===== config.mk =====
export PLATFORM = sky130hd
export DESIGN_NAME = serial_adder
export DESIGN_NICKNAME = d
export VERILOG_FILES = /design/src/rtl/serial_pkg.sv /design/src/rtl/fa_cell.sv /design/src/rtl/serial_adder.sv
export SDC_FILE = /design/constraint.sdc
export NUM_CORES = 1
export LEC_CHECK = 0
export CAP_MARGIN = 5
export CORE_UTILIZATION = 37
export DETAILED_ROUTE_END_ITERATION = 10
export GPL_TIMING_DRIVEN = 1
export HOLD_SLACK_MARGIN = 0.15
export PLACE_DENSITY = 0.65
export SETUP_SLACK_MARGIN = 0.5
export SKIP_LAST_GASP = 1
export SYNTH_ARGS = -nofsm -noshare
export SYNTH_HDL_FRONTEND = slang
export SYNTH_SLANG_ARGS = --single-unit

===== constraint.sdc =====
create_clock -name clk -period 3.6 [get_ports clk]
set_input_delay 0.36 -clock clk [delete_from_list [all_inputs] [get_ports clk]]
set_output_delay 0.36 -clock clk [all_outputs]
set_load 0.01 [all_outputs]

===== src/rtl/serial_pkg.sv =====
// Shared definitions for the bit-serial adder: FSM state encoding and counter sizing.
package serial_pkg;

  typedef enum logic [1:0] {
    IDLE = 2'd0,
    RUN  = 2'd1,
    DONE = 2'd2
  } state_t;

  function automatic int cnt_width(input int w);
    return (w > 1) ? $clog2(w) : 1;
  endfunction

endpackage


===== src/rtl/fa_cell.sv =====
// Combinational 1-bit full adder; the only arithmetic in the serial adder.
module fa_cell (
  input  logic a,
  input  logic b,
  input  logic ci,
  output logic s,
  output logic co
);

  assign s  = a ^ b ^ ci;
  assign co = (a & b) | (a & ci) | (b & ci);

endmodule


===== src/rtl/serial_adder.sv =====
// Bit-serial WIDTH-bit adder: one full-adder cell plus a carry flop, LSB first,
// with valid/ready handshakes on operand input and result output.
//
//   state | meaning
//   IDLE  | ready for a new operand pair
//   RUN   | adding one bit per clock, WIDTH cycles
//   DONE  | result presented, waiting for out_ready
module serial_adder
  import serial_pkg::*;
#(
  parameter int WIDTH = 8
) (
  input  logic             clk,
  input  logic             rstn,
  input  logic             in_valid,
  output logic             in_ready,
  input  logic [WIDTH-1:0] a,
  input  logic [WIDTH-1:0] b,
  input  logic             cin,
  output logic             out_valid,
  input  logic             out_ready,
  output logic [WIDTH-1:0] sum,
  output logic             cout,
  output logic             busy
);

  localparam int             CW   = cnt_width(WIDTH);
  localparam logic [CW-1:0]  LAST = CW'(WIDTH - 1);

  state_t           state_q, state_d;
  logic [WIDTH-1:0] a_sr, b_sr, sum_sr, sum_q;
  logic [WIDTH-1:0] sum_next;
  logic [CW-1:0]    cnt_q;
  logic             carry_q, cout_q;
  logic             fa_s, fa_co;
  logic             last_bit;

  fa_cell u_fa (
    .a  (a_sr[0]),
    .b  (b_sr[0]),
    .ci (carry_q),
    .s  (fa_s),
    .co (fa_co)
  );

  // new sum bit enters at the MSB so the LSB lands at bit 0 after WIDTH shifts
  assign sum_next = (sum_sr >> 1) | (WIDTH'(fa_s) << (WIDTH - 1));
  assign last_bit = (cnt_q == LAST);

  always_comb begin
    state_d = state_q;
    case (state_q)
      IDLE:    if (in_valid)  state_d = RUN;
      RUN:     if (last_bit)  state_d = DONE;
      DONE:    if (out_ready) state_d = IDLE;
      default: state_d = IDLE;
    endcase
  end

  always_ff @(posedge clk or negedge rstn) begin
    if (!rstn) state_q <= IDLE;
    else       state_q <= state_d;
  end

  always_ff @(posedge clk or negedge rstn) begin
    if (!rstn) begin
      a_sr    <= '0;
      b_sr    <= '0;
      sum_sr  <= '0;
      carry_q <= 1'b0;
      cnt_q   <= '0;
      sum_q   <= '0;
      cout_q  <= 1'b0;
    end else begin
      case (state_q)
        IDLE: begin
          if (in_valid) begin
            a_sr    <= a;
            b_sr    <= b;
            carry_q <= cin;
            cnt_q   <= '0;
            sum_sr  <= '0;
          end
        end
        RUN: begin
          a_sr    <= a_sr >> 1;
          b_sr    <= b_sr >> 1;
          sum_sr  <= sum_next;
          carry_q <= fa_co;
          cnt_q   <= cnt_q + 1'b1;
          // outputs only change on DONE entry so they hold the previous result meanwhile
          if (last_bit) begin
            sum_q  <= sum_next;
            cout_q <= fa_co;
          end
        end
        default: ;
      endcase
    end
  end

  assign in_ready  = rstn && (state_q == IDLE);
  assign out_valid = (state_q == DONE);
  assign busy      = (state_q == RUN) || (state_q == DONE);
  assign sum       = sum_q;
  assign cout      = cout_q;

endmodule


==> reports/results.env <==
MIN_PERIOD_OVER_PERIOD=0.6934
GRT_OVERFLOW_TOTAL=0
PORT_BUFS=32
CTS_HTREE_LEVELS=2
HOLD_VIOLATIONS=0
INTERNAL-POWER_mW=1.119
CTS.SINK_COUNT=38
FINALSETUPVIOLCOUNT=0
FMAX_GHz=0.4006
MAX_CAP_VIOLATION_COUNT=0
POSTROUTEWIRELENGTH_UM=2953
GRT_PASS1_WL_UM=5099
PLACE_WORST_SETUP_SLACK_NS=1.430
TIMING.CRITICAL_PATH.CELLS='dlygate4sd3_1, buf_2, buf_4, and2_1, clkdlybuf4s50_1'
TRITONCTS.NUM_BUFFERS=5
START_UTIL=0.3900
SYNTHSIMPLEGATEAREAFRAC=0.06250
NUMBER_OF_DETAILED_ROUTING_ITERATIONS_RUN_BEFORE_ANTENNA_REPAIR=4
CRITICAL_PATH_CLASS='input port to output port'
DP.FINAL_HPWL_UM=2020
SETUP.WORST_PATH.END_CLASS='output port'
POST-ROUTE-WORST-SETUP-SLACK_NS=1.104
SYNTH.MUX.AREA_FRACTION=0.1722
YOSYSSEQAREASHARE=0.5523
YOSYSWARNINGS=0
WORST-R2R-SETUP-SLACK_NS=1.47
SYN-INSTANCE-COUNT=137
DIE_HEIGHT_UM=70.22
WORST_PIN_SLEW_NS=0.9337
MIN_PERIOD_NS=2.496
MIN-DELAY-PATH-CLASS='register to register'
POST_SYN_AREA_PER_CELL_SQ_UM=12.57
CRITICAL-PATH-MAX-STAGE-DELAY_NS=0.54
ROUTED_VIA_DENSITY=5.027
TIMING.CRITICAL_PATH.FROM_TYPE='input port'
GRT_SETUP_UNREPAIRED='false'
FLOW.AREA_GROWTH_FROM_SYNTHESIS_PCT=25.15
SYNTH_AREA_SQ_UM=1722
STARTPOINT='rstn'
YOSYS.CELL_TYPES.COUNT=23
SETUP_TNS_NS=0
CLOCK_TREE_FROM_TRITONCTS='yes'
POST-ROUTE-UTIL=0.4881
SLEW-LIMIT-HEADROOM=0.3643
IOPINCOUNT=33
SYNTH-XOR-AREA-SHARE=0
SHARE_CLK_OF_TOTAL_POWER=0.174
MAXSLEWVIOLCOUNT=0
POWER_FRAC_COMB=0.417
CTS.CLK_SLEW.WORST_PATHS_NS=0.07
GRT_USE_TOTAL=0.1327
MAIN_COMBINATIONAL_CELL_FAMILY_BY_AREA_AFTER_SYNTHESIS='multiplexers'
DIODES=0
CTS_MAX_PATH_BUFFERS=2
WORSTPATHREQUIRED_NS=3.24
FINAL_LAYOUT_SIZE_SUFFIX_GT1_FRAC=0.1453
ROWS=24
DIE-WIDTH_UM=70.22
FINAL_NETS=198
GRT_MAX_DEGREE=41
CRIT-REG2REG-LAUNCH='state_q[0]'
POWER_FRAC_SEQ=0.409
N_FILL_CELL=403
ANT_NETS=0
ANTENNA_FOUND_INITIAL=0
TOTAL_LEAKAGE_POWER_nW=0.9992
MAPPEDNETLISTNETS=164
ADDER_CELL_SHARE_OF_THE_SYNTHESIZED_AREA=0.04797
WIRE_PER_INST_UM=13.18
SYNTH_COMPOUND_AREA_FRAC=0.1170
FIN_SKEW_NS=0.007444
VDD_DROP_MAX_mV=0.3220
REG2REGPATHDEPTH=4
CP.ARRIVAL_NS=2.14
FIRST_GLOBAL_VIAS=1130
SYNTH_SEQ_CELLS=38
REMAINING_DRC_ERRORS=0
LAYOUT.CELLS.MOST_COMMON_LIST='38 x sky130_fd_sc_hd__dfrtp_1, 31 x sky130_fd_sc_hd__clkdlybuf4s50_1, 17 x sky130_fd_sc_hd__o21ai_0, 15 x sky130_fd_sc_hd__mux2i_1, 15 x sky130_fd_sc_hd__nand2_1'
CORE_AREA_SQ_UM=4414
VIA_COUNT=1126
CLOCK-ROOT-BUFFER='sky130_fd_sc_hd__clkbuf_8'
NET-SWITCHING-POWER_mW=0.5949
DR.FIRST_ITER.DRC_COUNT=53
CLOCK_INSERTION_DELAY_WORST_SKEW_NS=0.29
TIMING.RR.END='a_sr[6]'
P_SW_FRAC=0.3472
PWR_DENSITY_CELL_nW_PER_UM2=795.3
OUTCOME='finished, final reports clean'
POST_CTS.RESIZED_INSTANCES=0
TIMING.CRITICAL_PATH.SLOWEST_STAGE_CELL='sky130_fd_sc_hd__clkdlybuf4s50_1'
LAYOUT_COMMONEST_CELL='sky130_fd_sc_hd__dfrtp_1'
GP_CONGESTION=0.7522
TIMING.CRITICAL_PATH.TO='in_ready'
CRITICAL_PATH_PEAK_FANOUT=39
FP.DIEAREA_SQ_UM=4930
==> Yosys cell counts <==
master	number	area, sq um
sky130_fd_sc_hd__a22o_1	9	78.83
sky130_fd_sc_hd__a31oi_1	2	12.51
sky130_fd_sc_hd__and2_1	1	6.260
sky130_fd_sc_hd__and2_4	1	8.760
sky130_fd_sc_hd__buf_2	2	10.01
sky130_fd_sc_hd__buf_4	2	15.01
sky130_fd_sc_hd__buf_6	3	33.78
sky130_fd_sc_hd__clkbuf_2	1	5.000
sky130_fd_sc_hd__dfrtp_1	38	950.9
sky130_fd_sc_hd__fa_1	1	20.02
sky130_fd_sc_hd__ha_1	5	62.56
sky130_fd_sc_hd__inv_1	5	18.77
sky130_fd_sc_hd__mux2_2	11	123.9
sky130_fd_sc_hd__mux2i_1	15	150.1
sky130_fd_sc_hd__mux2i_4	1	22.52
sky130_fd_sc_hd__nand2_1	15	56.30
sky130_fd_sc_hd__nand2_2	1	6.260
sky130_fd_sc_hd__nand2b_1	1	6.260
sky130_fd_sc_hd__nand2b_4	1	13.76
sky130_fd_sc_hd__nand3_1	2	10.01
sky130_fd_sc_hd__o211ai_1	1	7.510
sky130_fd_sc_hd__o21ai_0	17	85.08
sky130_fd_sc_hd__o2bb2ai_1	2	17.52
==> flip-flops by register name, summed over array words and instances (netlist names) <==
register / flops
a_sr: 8
b_sr: 8
sum: 8
sum_sr: 7
cnt_q: 3
state_q: 2
carry_q: 1
cout: 1
==> cell type report <==
type                    count  area, sq um  share of cell area
repair buffers             35        340.3              0.1580
clock buffers               7        86.33             0.04007
flip-flops and latches     38        950.9              0.4413
multi-input cells          86        688.2              0.3194
well taps                  52        65.06             0.03020
clock inverters             1        5.005            0.002323
inverters                   5        18.77            0.008711
==> kinds of logic (layout without fill, tap and decap cells) <==
group / count (synthesis) / after routing
muxes: 27 / 27
and+or+nand+nor: 22 / 22
buffers and inverters: 13 / 48
DFF: 38 / 38
adders and majority gates: 6 / 6
AOI/OAI and AO/OA: 31 / 31
==> critical path: cells and delay by family <==
family,cells,cell delay [ns]
simple gates,1,0.19
buf+inv,4,1.56
==> metrics by stage <==
stage | cell area, sq um | std cells | hold WS, ns | total power [mW]
final | 2155 | 224 | 0.4854 | 1.713
after global routing | 2155 | 224 | 0.5198 | 1.853
after CTS | 2155 | 224 | 0.4928 | 1.740
after detailed placement | 2053 | 215 | 0.4393 | 1.433
after global placement | 2053 | 215 | 0.4335 | 1.397
after floorplan | 1722 | 137 | 0.06441 | 1.259
==> per-layer routing <==
| layer | share of wire | GRT usage | routed length [um] |
|---|---|---|---|
| met5 | 0 | 0 | 0 |
| met3 | 0.053 | 0.04762 | 157 |
| met1 | 0.47 | 0.1684 | 1377 |
| met2 | 0.47 | 0.2158 | 1383 |
| met4 | 0.012 | 0.03333 | 35 |
==> power by group through the flow <==
| stage | Combinational, mW | Clock [mW] | Sequential (mW) |
|---|---|---|---|
| finish | 0.714 | 0.298 | 0.701 |
| global route | 0.799 | 0.330 | 0.724 |
| CTS | 0.727 | 0.311 | 0.703 |
| detailed placement | 0.723 | 0 | 0.711 |
| global placement | 0.697 | 0 | 0.700 |
| floorplan | 0.559 | 0 | 0.700 |
==> worst min path at each step <==
stage | endpoint | slack, ns | start | cells past startpoint
3_3_place_gp | sum[0] | 0.43 | rstn | 2
3_5_place_dp | sum[1] | 0.44 | rstn | 2
4_1_cts | a_sr[1] | 0.49 | a_sr[1] | 2
6_report | a_sr[1] | 0.49 | a_sr[1] | 2
2_1_floorplan | a_sr[0] | 0.06 | rstn | 0
5_1_grt | a_sr[3] | 0.52 | a_sr[3] | 2
==> what timing repair did <==
action | CTS | global route
hold buffers | 1 | 0
endpoints found under the hold margin | 38 | 0
buffers inserted | 0 | 0
Power figures use the tool's default switching activity.
